**config.mk**
```make
export PLATFORM = sky130hd
export DESIGN_NAME = vga_text_writer
export DESIGN_NICKNAME = d
export VERILOG_FILES = /design/src/rtl/vga_text_writer_pkg.sv /design/src/rtl/vga_cursor_ctr.sv /design/src/rtl/vga_text_writer.sv
export SDC_FILE = /design/constraint.sdc
export NUM_CORES = 1
export LEC_CHECK = 0
export BUFFER_PORTS_ARGS = -buffer_cell sky130_fd_sc_hd__buf_2
export CAP_MARGIN = 15
export CORE_MARGIN = 2
export CORE_UTILIZATION = 40
export DETAILED_ROUTE_END_ITERATION = 8
export MAX_ROUTING_LAYER = met4
export PLACE_DENSITY = 0.69
export SYNTH_ARGS = -nofsm -noshare
export SYNTH_HDL_FRONTEND = slang
export SYNTH_SLANG_ARGS = --single-unit
```
**constraint.sdc**
```tcl
create_clock -name clk -period 6.7 [get_ports clk]
set_clock_uncertainty 0.2 [all_clocks]
set_input_delay 1.34 -clock clk [delete_from_list [all_inputs] [get_ports clk]]
set_output_delay 1.34 -clock clk [all_outputs]
set_load 0.03 [all_outputs]
```
**src/rtl/vga_text_writer_pkg.sv**
```systemverilog
// Shared constants for the character-RAM text writer: screen geometry, ASCII codes, FSM states.
package vga_text_writer_pkg;

    localparam int unsigned N_COLS     = 80;
    localparam int unsigned N_ROWS     = 30;
    localparam int unsigned BIT_WIDTH  = 7;
    localparam int unsigned ADDR_WIDTH = 12;
    localparam int unsigned TAB_WIDTH  = 8;
    localparam int unsigned COL_WIDTH  = 7;
    localparam int unsigned ROW_WIDTH  = 5;

    localparam logic [6:0] CLEAR_CHAR  = 7'h20;
    localparam logic [6:0] ASCII_LF    = 7'h0A;
    localparam logic [6:0] ASCII_CR    = 7'h0D;
    localparam logic [6:0] ASCII_BS    = 7'h08;
    localparam logic [6:0] ASCII_TAB   = 7'h09;
    localparam logic [6:0] ASCII_SPACE = 7'h20;
    localparam logic [6:0] ASCII_TILDE = 7'h7E;

    typedef enum logic {
        ST_CLEAR = 1'b0,
        ST_IDLE  = 1'b1
    } state_t;

endpackage

```
**src/rtl/vga_cursor_ctr.sv**
```systemverilog
// Cursor position tracker: column, row and the linear char-RAM address, with all wrap rules.
module vga_cursor_ctr
    import vga_text_writer_pkg::*;
#(
    parameter int unsigned n_cols     = N_COLS,
    parameter int unsigned n_rows     = N_ROWS,
    parameter int unsigned addr_width = ADDR_WIDTH,
    parameter int unsigned tab_width  = TAB_WIDTH
) (
    input  logic                  clk,
    input  logic                  rst_n,
    input  logic                  inc,
    input  logic                  newline,
    input  logic                  cr,
    input  logic                  bs,
    input  logic                  tab,
    input  logic                  home,
    output logic [6:0]            col,
    output logic [4:0]            row,
    output logic [addr_width-1:0] addr
);

    localparam logic [6:0] col_last = 7'(n_cols - 1);
    localparam logic [4:0] row_last = 5'(n_rows - 1);
    localparam logic [6:0] tab_mask = 7'(tab_width - 1);

    logic [addr_width-1:0] row_base;
    logic [addr_width-1:0] row_base_n;
    logic [addr_width-1:0] addr_n;
    logic [6:0]            col_n;
    logic [4:0]            row_n;
    logic [7:0]            tab_col;
    logic                  row_adv;

    // Address is tracked incrementally from row_base so no multiplier is needed.
    always_comb begin
        col_n      = col;
        row_n      = row;
        row_base_n = row_base;
        addr_n     = addr;
        row_adv    = 1'b0;
        tab_col    = {1'b0, col | tab_mask} + 8'd1;

        if (home) begin
            col_n      = '0;
            row_n      = '0;
            row_base_n = '0;
            addr_n     = '0;
        end else if (inc) begin
            if (col == col_last) begin
                row_adv = 1'b1;
            end else begin
                col_n  = col + 7'd1;
                addr_n = addr + addr_width'(1);
            end
        end else if (newline) begin
            row_adv = 1'b1;
        end else if (cr) begin
            col_n  = '0;
            addr_n = row_base;
        end else if (bs) begin
            if (col != 7'd0) begin
                col_n  = col - 7'd1;
                addr_n = addr - addr_width'(1);
            end
        end else if (tab) begin
            if (tab_col >= 8'(n_cols)) begin
                row_adv = 1'b1;
            end else begin
                col_n  = tab_col[6:0];
                addr_n = row_base + addr_width'(tab_col);
            end
        end

        // Bottom row wraps to the top; no scrolling.
        if (row_adv) begin
            col_n = '0;
            if (row == row_last) begin
                row_n      = '0;
                row_base_n = '0;
            end else begin
                row_n      = row + 5'd1;
                row_base_n = row_base + addr_width'(n_cols);
            end
            addr_n = row_base_n;
        end
    end

    always_ff @(posedge clk) begin
        if (!rst_n) begin
            col      <= '0;
            row      <= '0;
            row_base <= '0;
            addr     <= '0;
        end else begin
            col      <= col_n;
            row      <= row_n;
            row_base <= row_base_n;
            addr     <= addr_n;
        end
    end

endmodule

```
**src/rtl/vga_text_writer.sv**
```systemverilog
// Turns a valid/ready ASCII byte stream into character-RAM writes at a tracked cursor.
module vga_text_writer
    import vga_text_writer_pkg::*;
#(
    parameter int unsigned          n_cols     = N_COLS,
    parameter int unsigned          n_rows     = N_ROWS,
    parameter int unsigned          bit_width  = BIT_WIDTH,
    parameter int unsigned          addr_width = ADDR_WIDTH,
    parameter logic [bit_width-1:0] clear_char = bit_width'(CLEAR_CHAR),
    parameter int unsigned          tab_width  = TAB_WIDTH
) (
    input  logic                  clk,
    input  logic                  rst_n,
    input  logic [7:0]            char_in,
    input  logic                  char_valid,
    output logic                  char_ready,
    input  logic                  clear_req,
    output logic [addr_width-1:0] addr_a,
    output logic                  wr_en_a,
    output logic [bit_width-1:0]  data_wr_a,
    output logic [6:0]            cursor_col,
    output logic [4:0]            cursor_row,
    output logic                  busy
);

    localparam logic [addr_width-1:0] clr_last = addr_width'(n_cols * n_rows - 1);

    state_t                state;
    logic [addr_width-1:0] clr_cnt;
    logic [addr_width-1:0] cur_addr;
    logic [6:0]            code;
    logic                  unused_bit7;
    logic                  in_idle;
    logic                  accept;
    logic                  is_print;
    logic                  home;

    assign code        = char_in[6:0];
    assign unused_bit7 = char_in[7];
    assign in_idle     = (state == ST_IDLE);
    assign char_ready  = in_idle & ~clear_req;
    assign accept      = char_ready & char_valid;
    assign is_print    = (code >= ASCII_SPACE) && (code <= ASCII_TILDE);
    assign home        = (in_idle & clear_req) | ((state == ST_CLEAR) && (clr_cnt == clr_last));

    vga_cursor_ctr #(
        .n_cols     (n_cols),
        .n_rows     (n_rows),
        .addr_width (addr_width),
        .tab_width  (tab_width)
    ) u_cursor (
        .clk     (clk),
        .rst_n   (rst_n),
        .inc     (accept & is_print),
        .newline (accept & (code == ASCII_LF)),
        .cr      (accept & (code == ASCII_CR)),
        .bs      (accept & (code == ASCII_BS)),
        .tab     (accept & (code == ASCII_TAB)),
        .home    (home),
        .col     (cursor_col),
        .row     (cursor_row),
        .addr    (cur_addr)
    );

    // Write strobe is a one-cycle pulse; address and data hold between writes.
    always_ff @(posedge clk) begin
        if (!rst_n) begin
            state     <= ST_CLEAR;
            clr_cnt   <= '0;
            busy      <= 1'b1;
            wr_en_a   <= 1'b0;
            addr_a    <= '0;
            data_wr_a <= '0;
        end else begin
            wr_en_a <= 1'b0;
            case (state)
                ST_CLEAR: begin
                    wr_en_a   <= 1'b1;
                    addr_a    <= clr_cnt;
                    data_wr_a <= clear_char;
                    if (clr_cnt == clr_last) begin
                        state   <= ST_IDLE;
                        busy    <= 1'b0;
                        clr_cnt <= '0;
                    end else begin
                        clr_cnt <= clr_cnt + addr_width'(1);
                    end
                end
                ST_IDLE: begin
                    if (clear_req) begin
                        state   <= ST_CLEAR;
                        busy    <= 1'b1;
                        clr_cnt <= '0;
                    end else if (char_valid && is_print) begin
                        wr_en_a   <= 1'b1;
                        addr_a    <= cur_addr;
                        data_wr_a <= bit_width'(code);
                    end
                end
                default: state <= ST_CLEAR;
            endcase
        end
    end

endmodule

```
==> flow_summary.yaml, run 1 <==
outcome:
  outcome: "completed"
final_layout:
  design_area_um2: 5130
  fin_util_pct: 45.3
  fin_cells: 746
  drive_gt1_share_pct: 15.8
  syn2layout_area_growth_pct: 11.6
  layout.nets: 628
  nFillCells: 1109
  diodes: 0
clock_network:
  clock_latency_ps: 340
  cts_max_path_buffers: 2
  htree_levels: 3
  postCtsSetupBuffers: 0
  cts_sinks: 70
  cts_tree: "built"
  path_clk_slew_ps: 60
  cts_resized: 0
  root_buffer: "clkbuf_16"
  hold_buffers: 0
  numCtsBuffers: 9
grt:
  top_usage_layer: "met2"
  grtUsageMet1_pct: 27.9
  grt_pass1_wl_um: 21200
  use_met2_pct: 33.9
  grt_pass1_vias: 4180
  antenna_found_initial: 0
  grt_start_max_net_pins: 44
  met3_usage_pct: 3.99
  grt_usage_pct: 21.5
  globalRouteOverflowTotal: 0
sta:
  setup_viol: 0
  fmaxAchievable_mhz: 223
  tightest_slew_ps: 1020
  hold_violations: 0
  drv_slew: 0
  final.setup.tns_ps: 0
  rsz0062_at_grt: "false"
  slew_headroom_pct: 31.3
  layout_min_cycle_time_ps: 4490
  period_share_pct: 67.0
hold_path:
  worstHoldPathCells: 2
  worstHoldPathType: "reg -> reg"
synth:
  postSynthCellCount: 583
  synth_fp_nets: 612
  synth_adder_area_share_pct: 4.79
  synth_xor_area_share_pct: 5.53
  synth_flop_cell: "dfxtp_1"
  synth_area_um2: 4600
  synth_seq_cells: 70
  synthMuxAreaShare_pct: 0.435
  synth_top_family_by_area: "compound AO/OA/AOI/OAI gates"
  synthDistinctLibCells: 76
  yosysSeqAreaShare_pct: 30.5
  synth_most_common_cell: "nor2_1"
  avgSynthCellArea_um2: 7.88
  synthTopCellsByCount: "73 x nor2_1, 70 x dfxtp_1, 41 x nand2_1"
  yosysTopAreaCell: "dfxtp_1"
  synth_top_area_share_pct: 30.5
  yosysWarningCount: 0
  synth_edf_count: 0
  synth-async-reset-ratio_pct: 0
  synthSimpleGateAreaFrac_pct: 24.4
  synth_compound_area_share_pct: 28.1
  yosys-top-cells-area: "dfxtp_1 30%, nor2_1 6.0%, ha_1 4.4%"
drt:
  vias: 4469
  vias_per_cell: 5.99
  wl_per_cell_um: 17.3
  drt-initial-drc-count: 420
  dr.pass1.iters: 7
  drc: 0
  wl_um: 12900
  ant_nets: 0
floorplan:
  fp-row-count: 39
  start_util_pct: 40.6
  core_area_um2: 11300
  io_pins: 46
  die_x_um: 111
  die_area_um2: 12400
  die_h_um: 111
placement:
  hpwl_um: 9020
  placedCellCount: 731
  port_buffers: 44
  placed_cell_area_um2: 4840
  place_congestion: 0.894
setup_path:
  critical_path_class: "in -> reg"
  cp.arrival_ps: 4520
  crit_path_end: "u_cursor.addr[4]"
  r2r_cells: 7
  reg2reg_slack_ps: 2710
  cpMaxStageDelayCell: "or2_1"
  cp_num_buf_inv: 1
  path_common_cell: "nand3b_1"
  critPathLaunch: "clear_req"
  slowest_delay_ps: 800
  cp.depth: 8
  startpoint_type: "input pin"
  cp_cell_sequence: "buf_2, nand3b_1, or4_1, o31a_1, nand3b_1, or2_1, o211ai_1, o211a_1"
  critical_path.top_delay_family: "simple AND/OR/NAND/NOR gates"
  r2r_start: "in_idle"
  cp_data_required_time_ps: 6730
  critPathCaptureType: "register"
  path_max_fanout: 18
  r2r_end: "u_cursor.addr[4]"
pwr:
  power_density_nw_per_um2: 180
  peakVddDrop_v: 0.000203
  p_leak_nw: 1.97
  power_mw: 0.924
job:
  drv_cap: 0
==> registers in the layout, summed over array words and instances, names as in the netlist <==
| signal | flops |
|---|---|
| busy | 1 |
| data_wr_a | 7 |
| clr_cnt | 12 |
| u_cursor.row | 5 |
| wr_en_a | 1 |
| u_cursor.col | 7 |
| u_cursor.row_base | 12 |
| addr_a | 12 |
| in_idle | 1 |
| u_cursor.addr | 12 |
==> metal layers <==
layer / vias to the layer above / share of wire, %
li1: 2184 / -
met1: 2142 / 46
met2: 122 / 47
met3: 21 / 5.1
met4: 0 / 1.8
met5: - / 0
==> power breakdown <==
part	switching [mW]	total [mW]	internal, mW
logic	0.0222	0.0319	0.00966
clock network	0.184	0.469	0.285
registers	0.00278	0.422	0.419
total	0.209	0.924	0.714
==> cell type report <==
class / instances / area, um2 / area share, %
Tap cell: 143 / 179 / 3.49
Clock buffer: 9 / 225 / 4.39
Multi-Input combinational cell: 447 / 2920 / 56.9
Sequential cell: 70 / 1400 / 27.3
Inverter: 21 / 78.8 / 1.54
Timing Repair Buffer: 50 / 265 / 5.17
Clock inverter: 6 / 63.8 / 1.24
==> tightest hold or removal path: cells and delay by family (launching register included) <==
| kind | cells | cell delay [ps] |
|---|---|---|
| DFF | 1 | 310 |
| buffers and inverters | 1 | 50 |
| AOI/OAI and AO/OA | 1 | 50 |
==> cells by family after synthesis <==
group / Yosys count
AO/OA/AOI/OAI: 179
XOR/XNOR: 29
adder cells (fa/ha/maj): 17
buffers and inverters: 66
flip-flops: 70
multiplexers: 2
AND/OR/NAND/NOR: 220
==> worst min path at each step <==
| stage | from | endpoint | slack [ps] |
|---|---|---|---|
| after global routing | addr_a[3] | addr_a[3] | 280 |
| after floorplan | u_cursor.row_base[2] | u_cursor.row_base[2] | 230 |
| final | data_wr_a[5] | data_wr_a[5] | 250 |
| after CTS | addr_a[3] | addr_a[3] | 250 |
| after global placement | addr_a[3] | addr_a[3] | 240 |
| after detailed placement | addr_a[3] | addr_a[3] | 240 |
==> through the flow <==
stage          hold slack (ps)  worst slack (ps)
4_1_cts                    253              2280
3_3_place_gp               238              2000
3_5_place_dp               244              1930
5_1_grt                    276              1980
2_1_floorplan              231              3190
6_report                   249              2210
==> cell usage in the layout (no fill, tap or decap), types with 5 or more instances in the layout <==
cell / synthesis / final
or4_1: 6 / 6
a211oi_1: 7 / 7
o211a_1: 5 / 5
a222oi_1: 10 / 10
nor3_1: 12 / 12
nand3_1: 17 / 17
ha_1: 16 / 16
and2_1: 8 / 8
nor2_2: 4 / 5
a311oi_1: 8 / 8
buf_2: 12 / 44
or3_1: 6 / 6
inv_1: 20 / 20
a22oi_1: 13 / 13
a21oi_1: 32 / 32
xnor2_1: 16 / 16
nand4_1: 5 / 5
nand2b_1: 5 / 5
a31oi_1: 14 / 14
nor4_1: 7 / 6
xor2_1: 13 / 13
nor2_1: 73 / 72
buf_4: 0 / 6
o21ai_0: 36 / 36
and3_1: 10 / 10
clkbuf_16: 0 / 9
dfxtp_1: 70 / 70
nand2_1: 41 / 41
o211ai_1: 6 / 6
No activity file was read; power rests on OpenSTA's default activity.
==> run 2, diff against run 1 <==
==> constraint.sdc (replaced) <==
create_clock -name clk -period 4.31 [get_ports clk]
set_clock_uncertainty 0.2 [all_clocks]
set_input_delay 0.862 -clock clk [delete_from_list [all_inputs] [get_ports clk]]
set_output_delay 0.862 -clock clk [all_outputs]
set_load 0.03 [all_outputs]
==> flow_summary.yaml, run 2 (synthesized netlist as in run 1, its figures left out) <==
placement:
  hpwl_um: 9080
  dp_slack_ps: 673
  port_buffers: 44
  placedCellCount: 737
  placed_cell_area_um2: 4890
  place_congestion: 0.859
drt:
  vias_per_cell: 6.00
  drc: 0
  ant_nets: 0
  wl_per_cell_um: 17.1
  drt-initial-drc-count: 459
  wl_um: 12900
  vias: 4520
  dr.pass1.iters: 6
setup_path:
  r2r_end: "u_cursor.addr[2]"
  critPathCaptureType: "register"
  path_max_fanout: 13
  r2r_cells: 9
  startpoint_type: "input pin"
  critical_path_class: "in -> reg"
  r2r_start: "u_cursor.col[3]"
  cp_data_required_time_ps: 4380
  reg2reg_slack_ps: 1050
  cp.arrival_ps: 3380
sta:
  fmaxAchievable_mhz: 302
  slew_headroom_pct: 29.8
  rsz0062_at_grt: "false"
  period_share_pct: 76.8
  setup_ws_ps: 1000
  setup_viol: 0
  tightest_slew_ps: 1050
  final.setup.tns_ps: 0
  layout_min_cycle_time_ps: 3310
  drv_slew: 0
  hold_violations: 0
grt:
  antenna_found_initial: 0
  grt_pass1_wl_um: 20900
  globalRouteOverflowTotal: 0
  grt_start_max_net_pins: 44
  grt_pass1_vias: 4168
  grt_usage_pct: 21.2
final_layout:
  design_area_um2: 5160
  fin_cells: 753
  drive_gt1_share_pct: 16.6
  layout.nets: 634
  final_common_cell: "nor2_1"
  final_cell_mix: "72 x nor2_1, 70 x dfxtp_1, 44 x buf_2, 41 x nand2_1, 36 x o21ai_0"
  diodes: 0
  syn2layout_area_growth_pct: 12.3
clock_network:
  postCtsSetupBuffers: 0
  numCtsBuffers: 9
  clock_latency_ps: 330
  cts_resized: 0
  path_clk_slew_ps: 60
  cts_tree: "built"
  htree_levels: 3
  hold_buffers: 0
  cts_sinks: 70
  root_buffer: "clkbuf_16"
  cts_max_path_buffers: 2
pwr:
  sw_frac_of_total_pct: 23.7
  power_mw: 1.41
  peakVddDrop_v: 0.000232
  p_leak_nw: 1.99
  power_density_nw_per_um2: 272
  power_frac_seq_pct: 46.7
  power_frac_clock_pct: 49.8
  power_switching_mw: 0.334
  intPower_mw: 1.07
  p_comb_share_pct: 3.5
floorplan:
  core_area_um2: 11300
  fp-row-count: 39
  die_area_um2: 12400
  start_util_pct: 40.6
  die_h_um: 111
  die_x_um: 111
  io_pins: 46
outcome:
  outcome: "completed"
hold_path:
  worstHoldStart: "addr_a[3]"
  worstHoldPathType: "reg -> reg"
  holdPathEnd: "addr_a[3]"
  worstHoldPathCells: 2
job:
  drv_cap: 0
## run 2: cell count changes in the layout (fill, tap and decap cells not counted)
cell	delta
clkbuf_1	+1
bufinv_16	-1
inv_6	+1
buf_4	+6
clkinv_4	-1
clkbuf_8	+1
## run 2: metrics by stage
stage | utilization [%] | hold WS (ps)
after floorplan | - | 231
after global placement | 43.2 | 237
after detailed placement | 43.2 | 247
final | 45.6 | 249
after global routing | 45.6 | 276
after CTS | 45.6 | 256
## run 2: power by group through the flow
stage | logic, mW | clock network [mW] | registers (mW)
2_1_floorplan | 0.0256 | 0 | 0.674
4_1_cts | 0.0489 | 0.711 | 0.656
3_5_place_dp | 0.0486 | 0 | 0.671
3_3_place_gp | 0.0482 | 0 | 0.670
5_1_grt | 0.0538 | 0.736 | 0.657
6_report | 0.0494 | 0.700 | 0.656
## run 2: area by class of cell
type	instances	area, um2
inverter	21	78.8
fill	1119	6160
tap	143	179
multi-input combinational	447	2920
timing repair buffer	56	310
sequential	70	1400
clock buffer	11	243
clock inverter	5	33.8
## run 2: worst max-delay path: stages
cell and delay (ps):
buf_2 120, or4_4 570, or3_4 380, a31o_4 230, o21bai_4 270, or2_1 520, buf_4 250, o21ai_2 60
a21oi_2 110
## run 2: how the worst max path moves through the flow
stage / startpoint / end / slack [ps]
floorplan: char_in[4] / u_cursor.addr[11] / 1280
global placement: char_in[4] / u_cursor.addr[9] / 700
detailed placement: char_in[4] / u_cursor.addr[9] / 670
CTS: char_in[4] / u_cursor.addr[9] / 1000
global route: u_cursor.col[3] / u_cursor.addr[2] / 790
finish: char_in[4] / u_cursor.addr[9] / 1000
## run 2: routing by layer
layer  GRT usage (%)  routed length (um)
met3            3.72                 883
met5               -                   0
met2            33.0                5770
met1            28.0                5980
met4            7.00                 271
==> run 3, diff against run 2 <==
==> constraint.sdc (replaced) <==
create_clock -name clk -period 3.25 [get_ports clk]
set_clock_uncertainty 0.2 [all_clocks]
set_input_delay 0.65 -clock clk [delete_from_list [all_inputs] [get_ports clk]]
set_output_delay 0.65 -clock clk [all_outputs]
set_load 0.03 [all_outputs]
==> flow_summary.yaml, run 3 (synthesized netlist as in run 1, its figures left out) <==
outcome:
  outcome: "completed"
sta:
  drv_slew: 0
  setup_viol: 0
  hold_violations: 0
  timing.hold.ws_ps: 242
  slew_headroom_pct: 56.8
  fmaxAchievable_mhz: 329
  rsz0062_at_grt: "false"
  period_share_pct: 93.5
  final.setup.tns_ps: 0
  tightest_slew_ps: 646
  layout_min_cycle_time_ps: 3040
floorplan:
  die_h_um: 111
  die_x_um: 111
  die_area_um2: 12400
  start_util_pct: 40.6
  core_area_um2: 11300
  fp-row-count: 39
  io_pins: 46
pwr:
  p_comb_share_pct: 3.3
  peakVddDrop_v: 0.000354
  power_frac_seq_pct: 43.0
  power_mw: 2.03
  power_frac_clock_pct: 53.7
  power_switching_mw: 0.463
  intPower_mw: 1.56
  p_leak_nw: 2.09
  sw_frac_of_total_pct: 22.9
  power_density_nw_per_um2: 378
job:
  drv_cap: 0
setup_path:
  startpoint_type: "register"
  slowest_delay_ps: 410
  cp_cell_sequence: "inv_1, ha_1, inv_1, fa_1, nand2b_1, a21oi_2, o2111ai_1, nand3b_1, o221ai_1, a311oi_1, o221a_1"
  path_common_cell: "inv_1"
  critPathCaptureType: "register"
  r2r_start: "u_cursor.col[4]"
  cpMaxStageDelayCell: "fa_1"
  path_max_fanout: 7
  cp.arrival_ps: 3140
  critical_path_class: "reg -> reg"
  critPathLaunch: "u_cursor.col[4]"
  cp_data_required_time_ps: 3350
grt:
  antenna_found_initial: 0
  grt_pass1_vias: 4290
  grt_start_max_net_pins: 44
  grt_usage_pct: 22.6
  globalRouteOverflowTotal: 0
  grt_pass1_wl_um: 22100
hold_path:
  worstHoldStart: "addr_a[4]"
  worstHoldPathType: "reg -> reg"
placement:
  hpwl_um: 9580
  place_congestion: 0.899
  port_buffers: 44
drt:
  drc: 0
  vias_per_cell: 6.08
  dr.pass1.iters: 6
  wl_um: 13500
  drt-initial-drc-count: 458
  vias: 4671
  wl_per_cell_um: 17.6
  ant_nets: 0
clock_network:
  cts_sinks: 70
  htree_levels: 3
  numCtsBuffers: 9
  hold_buffers: 0
  cts_max_path_buffers: 2
  clock_latency_ps: 350
  root_buffer: "clkbuf_16"
  cts_resized: 0
  path_clk_slew_ps: 60
  cts_tree: "built"
  postCtsSetupBuffers: 0
final_layout:
  final_common_cell: "nor2_1"
  drive_gt1_share_pct: 18.9
  final_cell_mix: "72 x nor2_1, 69 x dfxtp_1, 44 x buf_2, 41 x nand2_1, 36 x o21ai_0"
  syn2layout_area_growth_pct: 16.7
  nFillCells: 1091
  layout.nets: 648
==> run 3: worst paths after layout <==
path	endpoint	slack (ps)	depth (start not counted)
setup / recovery	u_cursor.addr[11]	210	11
hold / removal	addr_a[4]	240	2
setup reg to reg	u_cursor.addr[11]	210	11
hold reg to reg	addr_a[4]	240	2
==> run 3: layer usage <==
layer	global-route usage, %	routed length, um	vias up	share of wire (%)
li1	-	-	2230	-
met2	34.9	6140	170	46
met5	-	0	-	0
met1	28.8	6140	2243	46
met4	9.14	344	0	2.6
met3	5.08	857	28	6.4
==> run 3: power by group through the flow <==
stage,combinational (mW),sequential [mW],clock (mW)
floorplan,0.0339,0.894,0
global placement,0.0646,0.889,0
detailed placement,0.0663,0.889,0
CTS,0.0665,0.870,1.10
global route,0.0741,0.871,1.14
finish,0.0663,0.871,1.09
==> run 3: layout make-up <==
type | count | area, um2 | share of cell area (%)
antenna | 1 | 2.50 | 0.0467
clock buffer | 10 | 229 | 4.27
clock inverter | 6 | 93.8 | 1.75
inverter | 21 | 78.8 | 1.47
multi-input combinational | 447 | 2930 | 54.5
sequential | 70 | 1400 | 26.1
tap | 143 | 179 | 3.34
timing repair buffer | 70 | 453 | 8.44
==> run 3: per-stage QoR <==
stage	cell area [um2]	std cells	util [%]	worst slack [ps]
floorplan	4600	583	-	326
global placement	5030	751	44.4	89.7
detailed placement	5030	751	44.4	43.7
CTS	5350	767	47.3	75.6
global route	5360	767	47.4	30.7
finish	5360	768	47.4	211
==> run 3: critical path, delay by kind of cell, from the launching register on <==
family / cells / cell delay, ps
compound gates: 5 / 1070
fa+ha+maj: 2 / 780
flops: 1 / 390
simple gates: 2 / 350
buf+inv: 2 / 180
